`src/rtl/csi_rx_pkg.sv`:
```
// Shared types for the CSI-2 receive path.
// Bank and reader state encodings, default line RAM address width.
package csi_rx_pkg;

  localparam int LB_ADDR_W = 11;

  typedef enum logic [1:0] {
    B_EMPTY,
    B_FILLING,
    B_FULL,
    B_DRAINING
  } bank_state_t;

  typedef enum logic {
    R_IDLE,
    R_READ
  } rd_state_t;

endpackage

```
`src/rtl/lb_bank_state.sv`:
```
// One line RAM bank's occupancy state and stored line length.
// Ports: claim/close from writer, start/release from reader,
//        abort from frame_start; state_o/len_o report the bank.
module lb_bank_state
  import csi_rx_pkg::*;
#(
  parameter int ADDR_W = LB_ADDR_W
) (
  input  logic              clk_i,
  input  logic              rst_i,
  input  logic              claim_i,
  input  logic              close_i,
  input  logic [ADDR_W:0]   len_i,
  input  logic              start_i,
  input  logic              release_i,
  input  logic              abort_i,
  output bank_state_t       state_o,
  output logic [ADDR_W:0]   len_o
);

  bank_state_t       state_q, state_d;
  logic [ADDR_W:0]   len_q, len_d;

  // Claim outranks release/abort so a bank freed this
  // cycle can be refilled in the same cycle.
  always_comb begin
    state_d = state_q;
    len_d   = len_q;
    if (claim_i) begin
      state_d = close_i ? B_FULL : B_FILLING;
      if (close_i) len_d = len_i;
    end else if (close_i) begin
      state_d = B_FULL;
      len_d   = len_i;
    end else if (release_i) begin
      state_d = B_EMPTY;
    end else if (start_i) begin
      state_d = B_DRAINING;
    end else if (abort_i) begin
      state_d = B_EMPTY;
    end
  end

  always_ff @(posedge clk_i or posedge rst_i) begin
    if (rst_i) begin
      state_q <= B_EMPTY;
      len_q   <= '0;
    end else begin
      state_q <= state_d;
      len_q   <= len_d;
    end
  end

  assign state_o = state_q;
  assign len_o   = len_q;

endmodule

```
`src/rtl/line_buffer_ctrl.sv`:
```
// Ping-pong line buffer controller: fills one RAM bank, drains the other.
// Ports: wr_* steer unpacked bytes, rd_*/out_* drain, overflow is sticky.
module line_buffer_ctrl
  import csi_rx_pkg::*;
#(
  parameter int ADDR_W = LB_ADDR_W
) (
  input  logic              clk,
  input  logic              reset,
  input  logic              wr_en,
  input  logic              line_end,
  input  logic              frame_start,
  input  logic              rd_ready,
  output logic              wr_we,
  output logic              wr_sel,
  output logic [ADDR_W-1:0] wr_addr,
  output logic              rd_re,
  output logic              rd_sel,
  output logic [ADDR_W-1:0] rd_addr,
  output logic              out_valid,
  output logic              out_line_start,
  output logic              out_line_end,
  output logic              overflow
);

  bank_state_t       bank_st  [2];
  logic [ADDR_W:0]   bank_len [2];

  logic [1:0]        claim, close_b, start, rel, abort;
  logic [ADDR_W:0]   close_len;

  // Writer state
  logic              wr_sel_q, wr_sel_d;
  logic [ADDR_W:0]   wr_cnt_q, wr_cnt_d;
  logic              in_line_q, in_line_d;
  logic              drop_q, drop_d;
  logic              ovf_q, ovf_d;

  // Reader state
  rd_state_t         rd_st_q;
  logic              rd_sel_q;
  logic [ADDR_W-1:0] rd_addr_q;
  logic              ov_q, ols_q, ole_q;

  logic              rd_go, rd_last, rd_claim;
  logic              first, avail, claim_ok, first_drop;
  logic              cont, cont_ok, cont_drop, filling, close;
  logic [ADDR_W:0]   cnt_nx;

  for (genvar b = 0; b < 2; b++) begin : g_bank
    lb_bank_state #(.ADDR_W(ADDR_W)) u_bank (
      .clk_i     (clk),
      .rst_i     (reset),
      .claim_i   (claim[b]),
      .close_i   (close_b[b]),
      .len_i     (close_len),
      .start_i   (start[b]),
      .release_i (rel[b]),
      .abort_i   (abort[b]),
      .state_o   (bank_st[b]),
      .len_o     (bank_len[b])
    );
  end

  // Reader: a FULL bank is picked up and read in the same cycle.
  always_comb begin
    rd_claim = (rd_st_q == R_IDLE)
             && (bank_st[rd_sel_q] == B_FULL);
    rd_go    = (rd_st_q == R_READ) || rd_claim;
    rd_re    = rd_go && rd_ready;
    rd_last  = rd_re && ({1'b0, rd_addr_q}
             == bank_len[rd_sel_q] - (ADDR_W+1)'(1));
    start    = 2'b00;
    rel      = 2'b00;
    start[rd_sel_q] = rd_claim;
    rel[rd_sel_q]   = rd_last;
  end

  // Writer: a line is either in a claimed bank or being dropped.
  always_comb begin
    first      = wr_en && (frame_start || !(in_line_q || drop_q));
    abort      = 2'b00;
    abort[wr_sel_q] = frame_start && in_line_q;
    avail      = (bank_st[wr_sel_q] == B_EMPTY)
              || rel[wr_sel_q] || abort[wr_sel_q];
    claim_ok   = first && avail;
    first_drop = first && !avail;
    cont       = wr_en && in_line_q && !frame_start;
    cont_ok    = cont && !wr_cnt_q[ADDR_W];
    cont_drop  = cont && wr_cnt_q[ADDR_W];
    filling    = claim_ok || (in_line_q && !frame_start);
    close      = line_end && filling;

    if (claim_ok)
      cnt_nx = (ADDR_W+1)'(1);
    else if (frame_start)
      cnt_nx = '0;
    else
      cnt_nx = wr_cnt_q + (ADDR_W+1)'(cont_ok);

    close_len = cnt_nx;
    claim     = 2'b00;
    close_b   = 2'b00;
    claim[wr_sel_q]   = claim_ok;
    close_b[wr_sel_q] = close;

    wr_sel_d  = close ? ~wr_sel_q : wr_sel_q;
    wr_cnt_d  = close ? '0 : cnt_nx;
    in_line_d = filling && !close;
    drop_d    = (first_drop || (drop_q && !frame_start))
             && !line_end;
    ovf_d     = (ovf_q && !frame_start)
             || first_drop || cont_drop;
  end

  assign wr_we   = claim_ok || cont_ok;
  assign wr_sel  = wr_sel_q;
  assign wr_addr = claim_ok ? '0 : wr_cnt_q[ADDR_W-1:0];

  always_ff @(posedge clk or posedge reset) begin
    if (reset) begin
      wr_sel_q  <= 1'b0;
      wr_cnt_q  <= '0;
      in_line_q <= 1'b0;
      drop_q    <= 1'b0;
      ovf_q     <= 1'b0;
    end else begin
      wr_sel_q  <= wr_sel_d;
      wr_cnt_q  <= wr_cnt_d;
      in_line_q <= in_line_d;
      drop_q    <= drop_d;
      ovf_q     <= ovf_d;
    end
  end

  always_ff @(posedge clk or posedge reset) begin
    if (reset) begin
      rd_st_q   <= R_IDLE;
      rd_sel_q  <= 1'b0;
      rd_addr_q <= '0;
      ov_q      <= 1'b0;
      ols_q     <= 1'b0;
      ole_q     <= 1'b0;
    end else begin
      if (rd_last) begin
        rd_st_q   <= R_IDLE;
        rd_sel_q  <= ~rd_sel_q;
        rd_addr_q <= '0;
      end else if (rd_go) begin
        rd_st_q <= R_READ;
        if (rd_re) rd_addr_q <= rd_addr_q + ADDR_W'(1);
      end
      ov_q  <= rd_re;
      ols_q <= rd_re && (rd_addr_q == '0);
      ole_q <= rd_last;
    end
  end

  assign rd_sel         = rd_sel_q;
  assign rd_addr        = rd_addr_q;
  assign out_valid      = ov_q;
  assign out_line_start = ols_q;
  assign out_line_end   = ole_q;
  assign overflow       = ovf_q;

endmodule

```
`config.mk`:
```
export PLATFORM = sky130hd
export DESIGN_NAME = line_buffer_ctrl
export DESIGN_NICKNAME = d
export VERILOG_FILES = /design/src/rtl/csi_rx_pkg.sv /design/src/rtl/lb_bank_state.sv /design/src/rtl/line_buffer_ctrl.sv
export SDC_FILE = /design/constraint.sdc
export NUM_CORES = 1
export LEC_CHECK = 0
export CORE_MARGIN = 3
export CORE_UTILIZATION = 34
export DETAILED_ROUTE_END_ITERATION = 12
export MAX_ROUTING_LAYER = met4
export SETUP_SLACK_MARGIN = 0.5
export SLEW_MARGIN = 20
export SYNTH_ARGS = -nofsm -noshare
export SYNTH_HDL_FRONTEND = slang
export SYNTH_HIERARCHICAL = 1
export SYNTH_SLANG_ARGS = --single-unit
```
`constraint.sdc`:
```
create_clock -name clk -period 6.6 [get_ports clk]
set_input_delay 1.65 -clock clk [delete_from_list [all_inputs] [get_ports clk]]
set_output_delay 1.65 -clock clk [all_outputs]
set_load 0.03 [all_outputs]
```
==> After elaboration in Yosys (flattened, before gate mapping) <==
Cells that the tools add are included.
{ "op_classes": {"n_addsub": 3, "magnitude_cmp": 6, "eq_ne": 2, "muxes": 38, "n_bitwise": 10, "reduce_logical": 43} }
{ "op_table": {"columns": ["operator", "n"], "rows": [
  ["$mux W12", 6],
  ["$mux W11", 4],
  ["$mux W2", 18],
  ["$logic_and A1 B1 Y1", 20],
  ["$add A12 B1 Y12", 1],
  ["$eq A11 B12 Y1", 1],
  ["$sub A12 B1 Y12 const B", 1],
  ["$add A11 B1 Y11 const B", 1],
  ["$logic_not A11 Y1", 1],
  ["$and A2 B2 Y2", 5],
  ["$logic_or A1 B1 Y1", 10],
  ["$reduce_bool A5 Y1", 2],
  ["$mux W1", 8],
  ["$logic_not A1 Y1", 6],
  ["$ge A2 B2 Y1 const B", 2],
  ["$lt A1 B2 Y1 const B", 2],
  ["$not A1 Y2", 2],
  ["$reduce_bool A2 Y1", 2],
  ["$not A1 Y1", 3],
  ["$demux W1 S1", 2],
  ["$eq A2 B2 Y1 const B", 1],
  ["$ge A1 B1 Y1 const B", 2],
  ["$logic_not A2 Y1", 1],
  ["$reduce_and A2 Y1", 1]
]} }
{ "word_totals": {"register_bits": 60, "input_bits": 6, "elab_cells": 117} }

==> Depth between registers and ports, before layout <==
Gate-level depths: netlist of the first run.
{ "depth": {"depth_word": 20, "mapped_depth": 18, "ltp_nobuf": 11} }

==> Cells and area by module <==
Netlist of the first run, hierarchy kept.
{ "by_module_without_submodules": {"columns": ["module", "n_inst", "cells_each", "area_per_inst_um2"], "rows": [
  ["line_buffer_ctrl", 1, 288, 2533.7],
  ["lb_bank_state", 2, 37, 591.8]
]} }

==> Worst setup path before layout of the first run <==
OpenSTA, ideal clock, no wires.
{ "synth_timing": {"path_type": "reg-to-output", "start": "register rd_sel_q, in the netlist rd_sel", "end": "output port wr_addr[8]", "t_arrival_ns": 3.065, "required_ns": 4.950, "setup_slack_ns": 1.885, "path_stages_with_launch": 14, "path_buffers": 5, "cell_sequence": "dfrtp_1 > buf_6 > buf_8 > buf_6 > mux2i_1 > ha_1 > o21ai_1 > or4_1 > nand3_1 > nand4bb_1 > buf_2 > o21a_1 > buf_2 > and2_1"} }
{ "synth_via": {"elab_chain_len": 16, "elab_cells_between_ends": 26, "cone_classes": "add/sub (1); order compare (2); eq/ne (2); mux (11); bitwise (2); reduce/logical (8)"} }
{ "synth_lines": {"columns": ["item", "line_no", "rtl"], "rows": [
  ["start: declaration", "line_buffer_ctrl.sv:41", "logic rd_sel_q;"],
  ["start signal: assignment", "line_buffer_ctrl.sv:147", "rd_sel_q <= ~rd_sel_q;"],
  ["parallel branches: the longest is 9 deep, another holds $sub A12 B1 Y12", null, null],
  ["$and A2 B2 Y2 (no source line) *", null, null],
  ["$mux W1 (implied by the code) * (2 in series)", "line_buffer_ctrl.sv:85", "|| rel[wr_sel_q] || abort[wr_sel_q];"],
  ["$logic_or A1 B1 Y1 * (2 in series)", "line_buffer_ctrl.sv:85", null],
  ["$logic_and A1 B1 Y1 *", "line_buffer_ctrl.sv:86", "claim_ok = first && avail;"],
  ["$mux W11 *", "line_buffer_ctrl.sv:118", "assign wr_addr = claim_ok ? '0 : wr_cnt_q[ADDR_W-1:0];"],
  ["end: declaration", "line_buffer_ctrl.sv:16", "output logic [ADDR_W-1:0] wr_addr,"]
]} }
Every way passes the cells marked *. The select of a mux whose other input is x is not followed.

==> Worst setup path in the final report of the first run <==
{ "layout_timing": {"start": "input port frame_start", "end": "output port wr_addr[9]"} }
{ "layout_via": {"elab_chain_len": 7, "elab_cells_between_ends": 9, "cone_classes": "mux (3); bitwise (1); reduce/logical (5)"} }
{ "layout_lines": {"columns": ["item", "line_no", "rtl"], "rows": [
  ["start: declaration", "line_buffer_ctrl.sv:12", "input logic frame_start,"],
  ["$logic_and A1 B1 Y1", "line_buffer_ctrl.sv:83", "abort[wr_sel_q] = frame_start && in_line_q;"],
  ["$and A2 B2 Y2 (no source line)", null, null],
  ["$mux W1 (implied by the code) (2 in series)", "line_buffer_ctrl.sv:85", null],
  ["$logic_or A1 B1 Y1", "line_buffer_ctrl.sv:85", null],
  ["$logic_and A1 B1 Y1 *", "line_buffer_ctrl.sv:86", null],
  ["$mux W11 *", "line_buffer_ctrl.sv:118", null]
]} }
Every way passes the cells marked *; elsewhere a longest branch is shown, timed or not. The select of a mux whose other input is x is not followed.

==> out/results.ini, run 1 <==
[power]
netSwitchingFraction_pct = 35.3
powerDensity_mw_per_mm2 = 290
leakage_uw = 0.00180
comb_power_share_pct = 32.1
switchingPower_uw = 445
pwr-share-seq_pct = 37.7
pwr-share-clk_pct = 30.2
p_int_uw = 817
peakVddDrop_uv = 110

[synthesis]
ys_warn_count = 6
synth_top_family_by_area = simple AND/OR/NAND/NOR gates
synthXorXnorAreaFrac_pct = 8.95
ys.flop_type = dfrtp_1
yosys.area.top_type_share_pct = 40.4
ys_seq_area_share_pct = 40.4
yosys-top-cells-area = dfrtp_1 (40%), mux2_4 (5.7%), xnor2_1 (4.7%)
yosysTopAreaCell = dfrtp_1
async_flop_share_pct = 100
synth_compound_area_share_pct = 6.97
muxShareOfSynthArea_pct = 12.2
avgSynthCellArea_um2 = 10.3
synth-simple-area-share_pct = 24.3
synthAdderAreaFrac_pct = 1.68
synth_cell_types = 58
ys_seq_elements = 60
netlist_area_mm2 = 0.00372
synth_edf_count = 0
synth_nets = 373
synthCells = 362

[grt]
grt-ovfl-total = 0
grt_pass1_wl_mm = 13.8
grt_usage_pct = 14.3
grt_pass1_vias = 2733
grt_max_degree = 33
grt_antenna_before_repair = 0

[flow_run]
maxCapViolations = 0

[sta]
whs_ns = 0.509
worst_clock_skew_ns = 0.00939
slew_headroom_pct = 28.3
tns_ns = 0
slew_violations = 0
period_needed_ns = 5.85
setup_viol = 0
period_share_pct = 88.6
tightest_slew_ns = 1.07
hold_viol_final = 0
rsz0062_at_grt = no
max_freq_mhz = 171

[clocking]
ctsHoldBuffers = 0
cts_buffers = 9
clock_path_buffers = 2
cts_tree = done
clkTransAtPathRegs_ns = 0.06
htreeDepth = 3
clk-insertion-delay-late_ns = 0.35
root_buffer = clkbuf_8
post-cts-setup-buffers = 0
clock_sinks = 60

[detailed_routing]
drt_pre_antenna_iters = 4
drtAntennaViolNets = 0
route.vias.total = 2730
post_drt_wl_per_cell_um = 15.6
viasPerCell = 5.10
drt_iter0_drc = 115
wl_mm = 8.32
drc = 0

[setup_path]
start_kind = input port
max_stage_delay_ns = 0.67
critPathSlowestCell = clkdlybuf4s50_1
worst-path-stages = 7
crit_path_max_fanout = 20
critical_path_buf_inv_count = 2
arrival_ns = 4.20
endpoint = wr_addr[9]
r2r_slack_ns = 2.78
critical_path.top_delay_family = buffers and inverters
cp_cell_sequence = clkdlybuf4s50_1 -> nand2_1 -> o311ai_0 -> nand2_1 -> o21a_1 -> and2_1 -> clkdlybuf4s50_1
end_kind = output port
required_ns = 4.95
startpoint = frame_start
reg2regPathDepth = 10
worst_r2r_endpoint = g_bank[0].u_bank/state_o[1]
worstSetupPathType = in -> out
rr_startpoint = rd_sel

[final_layout]
stdcell_count = 535
drive_gt1_share_pct = 17.8
design_area_mm2 = 0.00435
multiInputGateArea_mm2 = 0.00201
fillers = 1035
syn_to_final_growth_pct = 17.0
nets = 406
final-seq-area_mm2 = 0.00150
diodes = 0

[die]
die_w_um = 111
fp-row-count = 37
initial_core_util_pct = 35.5
die_area_mm2 = 0.0122
ioPinCount = 36
fp.dieH_um = 111
core_area_mm2 = 0.0105

[placement]
io_buffers = 35
hpwlAfterDp_mm = 5.98
placed_area_mm2 = 0.00412
gp_congestion = 0.827
dpl.cell_count = 520

[hold_path]
hp-class = reg -> reg

[run_status]
run_status = finished clean

area by class of cell:
cell class,count,share of cell area [%]
Tap cell,136,3.91
Timing Repair Buffer,41,9.09
Multi-Input combinational cell,270,46.2
Clock inverter,4,1.67
Sequential cell,60,34.6
Clock buffer,11,3.48
Inverter,13,1.12
state kept, by name, summed over array words and instances, names as in the netlist:
name                   flops
out_line_end               1
wr_cnt_q                  12
out_valid                  1
in_line_q                  1
rd_sel                     1
drop_q                     1
g_bank.u_bank/state_o      4
overflow                   1
g_bank.u_bank/len_o       24
rd_st_q                    1
wr_sel                     1
out_line_start             1
rd_addr                   11
cells in the mapped netlist, types with 6 or more instances:
cell type  instances
clkbuf_1           6
nor3_1             9
and2_1            13
nand3_1            9
mux2i_1            9
a21oi_1            7
nor3b_1           13
nor2_2             9
nand4_1            8
mux2_2            11
inv_1             12
xnor2_1           20
xor2_1            18
nand2_1           25
mux2_4            14
nor2_1            40
dfrtp_1           60
per-stage QoR:
| step | util, % | setup WS [ns] | total power, uW |
|---|---|---|---|
| after global routing | 41.6 | 0.542 | 1330 |
| final | 41.6 | 0.749 | 1260 |
| after detailed placement | 39.4 | 0.755 | 889 |
| after CTS | 41.6 | 0.554 | 1270 |
| after global placement | 39.4 | 0.859 | 883 |
| after floorplan | - | 1.89 | 776 |
worst min path at each step:
stage,slack [ns],startpoint,cells past startpoint,endpoint
floorplan,0.48,g_bank[0].u_bank/len_o[11],1,g_bank[0].u_bank/len_o[11]
global placement,0.50,g_bank[0].u_bank/len_o[11],1,g_bank[0].u_bank/len_o[11]
detailed placement,0.49,g_bank[0].u_bank/len_o[11],1,g_bank[0].u_bank/len_o[11]
CTS,0.51,g_bank[0].u_bank/len_o[11],1,g_bank[0].u_bank/len_o[11]
global route,0.55,g_bank[0].u_bank/len_o[11],1,g_bank[0].u_bank/len_o[11]
finish,0.51,g_bank[0].u_bank/len_o[11],1,g_bank[0].u_bank/len_o[11]
cell families after synthesis:
group / after synthesis
simple gates: 155
flops: 60
compound gates: 36
buf+inv: 32
fa+ha+maj: 5
mux: 36
xor+xnor: 38
power by group through the flow:
stage / clock (uW) / combinational, uW / sequential [uW]
6_report: 381 / 406 / 475
5_1_grt: 400 / 442 / 484
4_1_cts: 388 / 408 / 477
3_5_place_dp: 0 / 405 / 483
3_3_place_gp: 0 / 400 / 483
2_1_floorplan: 0 / 276 / 500
metal layers:
metal,GRT usage (%),share of wire (%),vias up
li1,-,-,1330
met1,18.2,47,1337
met2,22.8,49,50
met3,2.36,2.7,13
met4,5.42,1.7,0
met5,-,0,-
timing repair:
item,in CTS,in global routing
endpoints found under the setup margin,0,12
resized for setup,0,1
endpoints found under the hold margin,0,0
cell usage in the layout (no fill, tap or decap), types with 3 or more instances in the layout:
cell type,count
buf_4,6
nor2_1,40
nor2_2,9
xnor2_1,20
and2_1,13
dfrtp_1,59
a21oi_1,7
o21ai_0,4
o211ai_1,3
mux2_2,11
mux2i_1,9
o21a_1,5
nand4_1,8
mux2_4,14
nor3_1,9
xor2_1,18
clkdlybuf4s50_1,35
clkbuf_8,11
and3_1,3
nand3_1,9
ha_1,5
nor3b_1,13
nand2_1,25
nand2b_1,4
inv_1,12
Power figures use the tool's default switching activity.
==> run 2, diff against run 1 <==
--- a/config.mk
+++ b/config.mk
@@ -13,5 +13,4 @@
 export SLEW_MARGIN = 20
 export SYNTH_ARGS = -nofsm -noshare
 export SYNTH_HDL_FRONTEND = slang
-export SYNTH_HIERARCHICAL = 1
 export SYNTH_SLANG_ARGS = --single-unit
==> run 2 against run 1 <==
Against the previous run: clock-buffer cell count shrank 1; critical path depth grew 1; fmax shrank 1.1%; clock power shrank 11%; worst hold slack gained 0.027 ns; non-clock buffer count shrank 1; total power grew 16%; critical endpoint is now wr_addr[7]; highest routed layer unchanged.
==> out/results.ini, run 2 <==
[synthesis]
async_flop_share_pct = 100
synth_nets = 434
ys_seq_area_share_pct = 40.2
yosys.area.top_type_share_pct = 40.2
avgSynthCellArea_um2 = 8.84
yosys-top-cells-area = dfrtp_1 (40%), xnor2_1 (4.5%), nor2_1 (4.4%)
netlist_area_mm2 = 0.00374
synth_edf_count = 0
synth_most_common_cell = dfrtp_1
synthCells = 423
yosysTopAreaCell = dfrtp_1
ys.flop_type = dfrtp_1
netlist_top_cells_count = dfrtp_1 (60), nor2_1 (44), o21ai_0 (32)
synth_cell_types = 57
ys_warn_count = 0
ys_seq_elements = 60

[detailed_routing]
post_drt_wl_per_cell_um = 15.8
viasPerCell = 5.40
drc = 0
wl_mm = 9.42
route.vias.total = 3213
drt_iter0_drc = 199
drtAntennaViolNets = 0
drt_pre_antenna_iters = 5

[power]
peakVddDrop_uv = 187
total_power_uw = 1460
leakage_uw = 0.00182
powerDensity_mw_per_mm2 = 332

[sta]
setup_viol = 0
worst_clock_skew_ns = 0.0119
rsz0062_at_grt = no
hold_viol_final = 0
tns_ns = 0
slew_headroom_pct = 42.2
tightest_slew_ns = 0.864
period_needed_ns = 5.92
slew_violations = 0
whs_ns = 0.536
max_freq_mhz = 169
period_share_pct = 89.7

[run_status]
run_status = finished clean

[clocking]
ctsHoldBuffers = 0
cts_tree = done
clock_sinks = 60
clock_path_buffers = 2
post-cts-setup-buffers = 0
clkTransAtPathRegs_ns = 0.08
cts_buffers = 9
cts_resized = 0
clk-insertion-delay-late_ns = 0.35
root_buffer = clkbuf_8
htreeDepth = 3

[hold_path]
hp-class = reg -> reg

[final_layout]
multiInputGateArea_mm2 = 0.00202
largest_reg_flops = 24
final-seq-area_mm2 = 0.00150
layout_common_cells = dfrtp_1 (59), nor2_1 (44), clkdlybuf4s50_1 (34), o21ai_0 (32), inv_1 (29)
syn_to_final_growth_pct = 17.4
diodes = 0
drive_gt1_share_pct = 7.19
stdcell_count = 595
nets = 465
layout_commonest_cell = dfrtp_1
fillers = 1015

[grt]
grt_pass1_vias = 3130
grt_max_degree = 61
grt_antenna_before_repair = 0
grt_usage_pct = 16.5
grt_pass1_wl_mm = 16.2
grt-ovfl-total = 0

[setup_path]
crit_path_max_fanout = 14
start_kind = input port
required_ns = 4.95
end_kind = output port
arrival_ns = 4.27
worstSetupPathType = in -> out

[flow_run]
maxCapViolations = 0

[placement]
hpwlAfterDp_mm = 6.64
dpl.cell_count = 579
gp_congestion = 0.830
io_buffers = 35

[die]
die_area_mm2 = 0.0123
fp.dieH_um = 111
initial_core_util_pct = 35.6
die_w_um = 111
ioPinCount = 36
fp-row-count = 37
core_area_mm2 = 0.0105

## run 2: changes by cell type after synthesis, sizes merged, moves of 13 or more
| cell | delta |
|---|---|
| o21ai | +31 |
| inv | +17 |
| nor3 | +14 |
| a21oi | +17 |
| mux2 | -25 |
| nand2 | -13 |
## run 2: routing by layer
layer,up-vias,wire length [um],track usage [%]
li1,1561,-,-
met5,-,0,-
met3,10,425,3.93
met1,1545,4690,23.2
met2,97,4240,23.9
met4,0,74,3.94
## run 2: path summary, 6_finish.rpt
path | startpoint | endpoint | slack, ns | depth (start not counted)
setup / recovery | frame_start | wr_addr[7] | 0.68 | 8
hold / removal | g_bank[1].u_bank.len_o[10] | g_bank[1].u_bank.len_o[10] | 0.54 | 2
setup reg to reg | rd_sel | rd_addr[1] | 2.97 | 10
hold reg to reg | g_bank[1].u_bank.len_o[10] | g_bank[1].u_bank.len_o[10] | 0.54 | 2
max in group asynchronous | reset | rd_sel | 4.21 | 3
min in group asynchronous | reset | g_bank[1].u_bank.len_o[10] | 1.85 | 3
## run 2: final cells by class
class	count	area share (%)
Multi-Input combinational cell	313	46.0
Sequential cell	60	34.2
Inverter	30	2.56
Tap cell	136	3.88
Clock inverter	6	1.45
Timing Repair Buffer	40	8.78
Clock buffer	10	3.13
## run 2: cell families after synthesis
family          count (synthesis)  synth area share [%]
buf+inv                        50                  5.86
fa+ha+maj                       5                  1.67
flops                          60                  40.2
xor+xnor                       33                  7.73
mux                            12                  3.21
compound gates                106                  19.1
simple gates                  157                  22.3
## run 2: stage by stage
step	worst slack, ns	utilization, %	instance area (um2)
CTS	0.582	41.8	4390
detailed placement	0.737	39.9	4190
finish	0.681	41.8	4390
floorplan	1.84	-	3740
global route	0.516	41.8	4390
global placement	0.844	39.9	4190
## run 2: critical path, stage by stage
cell and delay, ns:
clkdlybuf4s50_1 0.55, o21ai_0 0.57, nor2_1 0.17, o31a_1 0.15
a21oi_1 0.16, buf_4 0.20, and2_1 0.15, clkdlybuf4s50_1 0.67
## run 2: report_power, final
part	leakage [uW]	internal (uW)	switching, uW
Sequential	0.000686	447	118
Clock	0.0000983	184	155
Combinational	0.00103	236	319
Total	0.00182	867	591
==> run 3, diff against run 2 <==
--- a/config.mk
+++ b/config.mk
@@ -5,7 +5,7 @@
 export SDC_FILE = /design/constraint.sdc
 export NUM_CORES = 1
 export LEC_CHECK = 0
-export CORE_MARGIN = 3
+export CORE_MARGIN = 4
 export CORE_UTILIZATION = 34
 export DETAILED_ROUTE_END_ITERATION = 12
 export MAX_ROUTING_LAYER = met4
==> run 3 against run 2 <==
Against the previous run: sequential power is essentially flat; clock-buffer cell count up 1; global-route usage fell by 1.0 points; fmax grew 0.79%; setup slack improved by 0.047 ns; wire length grew 0.17%; core utilization decreased by 0.83 points; clock power rose by 5%; register-to-register slack got worse by 0.17 ns; clock skew fell by 0.0043 ns; critical endpoint is now wr_addr[8]; largest power group unchanged.
==> out/results.ini, run 3 (synthesis gave the netlist of run 2 again) <==
[run_status]
run_status = finished clean

[final_layout]
diodes = 0
nets = 467
fillers = 1058
largest_reg_flops = 24
syn_to_final_growth_pct = 18.2
drive_gt1_share_pct = 7.38
design_area_mm2 = 0.00442
layout_commonest_cell = dfrtp_1
layout_common_cells = dfrtp_1 (60), nor2_1 (44), clkdlybuf4s50_1 (34), o21ai_0 (32), inv_1 (29)

[power]
netSwitchingFraction_pct = 40.4
p_int_uw = 880
peakVddDrop_uv = 136
switchingPower_uw = 596
comb_power_share_pct = 37.6
powerDensity_mw_per_mm2 = 334
pwr-share-seq_pct = 38.3
pwr-share-clk_pct = 24.1
leakage_uw = 0.00182

[sta]
tightest_slew_ns = 0.849
period_needed_ns = 5.87
setup_viol = 0
period_share_pct = 89.0
rsz0062_at_grt = no
worst_clock_skew_ns = 0.00765
slew_violations = 0
slew_headroom_pct = 43.2
max_freq_mhz = 170
tns_ns = 0
hold_viol_final = 0

[clocking]
clkTransAtPathRegs_ns = 0.07
htreeDepth = 3
clk-insertion-delay-late_ns = 0.36
clock_sinks = 60
cts_tree = done
ctsHoldBuffers = 0
root_buffer = clkbuf_8
cts_buffers = 9
cts_resized = 0
clock_path_buffers = 2
post-cts-setup-buffers = 0

[setup_path]
critical_path.top_delay_family = buffers and inverters
r2r_slack_ns = 2.80
cp_cell_sequence = clkdlybuf4s50_1 -> o21ai_0 -> nor2_1 -> o31a_1 -> a21oi_1 -> buf_4 -> and2_1 -> clkdlybuf4s50_1
crit_path_max_fanout = 14
end_kind = output port
critPathSlowestCell = clkdlybuf4s50_1
start_kind = input port
worstSetupPathType = in -> out
reg2regPathDepth = 10
cp_common_cell = clkdlybuf4s50_1
max_stage_delay_ns = 0.67
rr_startpoint = rd_sel
worst_r2r_endpoint = rd_addr[1]
critical_path_buf_inv_count = 3
arrival_ns = 4.22
required_ns = 4.95

[flow_run]
maxCapViolations = 0

[grt]
use_met2_pct = 22.7
met3_usage_pct = 2.46
grt_antenna_before_repair = 0
met1_usage_pct = 21.2
grt_usage_pct = 15.4
grt-ovfl-total = 0
grt_pass1_wl_mm = 15.3
grt_max_degree = 61
grt_busiest_layer = met2
grt_pass1_vias = 3029

[die]
initial_core_util_pct = 34.6
die_w_um = 113
core_area_mm2 = 0.0108
ioPinCount = 36
fp.dieH_um = 113
fp-row-count = 38
die_area_mm2 = 0.0127

[hold_path]
whs_path_depth = 2
hp-start = g_bank[1].u_bank.len_o[10]
hp-class = reg -> reg
min_to = g_bank[1].u_bank.len_o[10]

[detailed_routing]
wl_mm = 9.44
post_drt_wl_per_cell_um = 15.7
drt_pre_antenna_iters = 4
drc = 0
drtAntennaViolNets = 0
drt_iter0_drc = 137
route.vias.total = 3161
viasPerCell = 5.26

[placement]
hpwlAfterDp_mm = 6.71
placed_area_mm2 = 0.00421
gp_congestion = 0.828
io_buffers = 35

## run 3: changes by cell type in the layout (fill, tap and decap cells not counted)
cell        previous run  this run
buf_4                  6         8
clkbuf_8              10        11
clkinv_2               2         0
clkinv_4               1         0
clkinvlp_4             2         4
dfrtp_1               59        60
dfrtp_2                1         0
## run 3: power by group through the flow
stage | combinational [uW] | sequential, uW | clock, uW
floorplan | 385 | 577 | 0
global placement | 547 | 568 | 0
detailed placement | 553 | 571 | 0
CTS | 557 | 564 | 361
global route | 612 | 580 | 379
finish | 555 | 566 | 356
## run 3: final cells by class
cell class / count / area (um2) / area share [%]
Clock buffer: 11 / 151 / 3.43
Clock inverter: 5 / 60.1 / 1.36
Inverter: 30 / 113 / 2.55
Multi-Input combinational cell: 313 / 2020 / 45.7
Sequential cell: 60 / 1500 / 34.0
Tap cell: 140 / 175 / 3.96
Timing Repair Buffer: 42 / 400 / 9.06
## run 3: how the worst max path moves through the flow
stage | from | to | slack [ns] | depth (start not counted)
after floorplan | rd_sel | wr_addr[2] | 1.84 | 13
after global placement | frame_start | wr_addr[7] | 0.86 | 8
after detailed placement | frame_start | wr_addr[8] | 0.74 | 8
after CTS | frame_start | wr_addr[8] | 0.70 | 8
after global routing | frame_start | wr_addr[2] | 0.58 | 8
final | frame_start | wr_addr[8] | 0.73 | 8
## run 3: per-stage QoR
stage	utilization (%)	hold WS, ns	power [uW]	std cells	worst slack [ns]
after detailed placement	39.0	0.532	1120	585	0.739
after floorplan	-	0.482	962	423	1.84
after global routing	40.9	0.578	1570	601	0.580
after global placement	39.0	0.509	1120	585	0.863
after CTS	40.9	0.549	1480	601	0.700
final	40.9	0.546	1480	601	0.728
## run 3: routing by layer
layer,vias up,part of all wire [%]
met3,11,4.6
li1,1566,-
met5,-,0
met2,72,44
met1,1512,50
met4,0,1.2
## run 3: tightest hold or removal path, delay by kind of cell (launching register included)
family / cells / cell delay (ns)
flip-flops: 1 / 0.38
AO/OA/AOI/OAI: 2 / 0.13
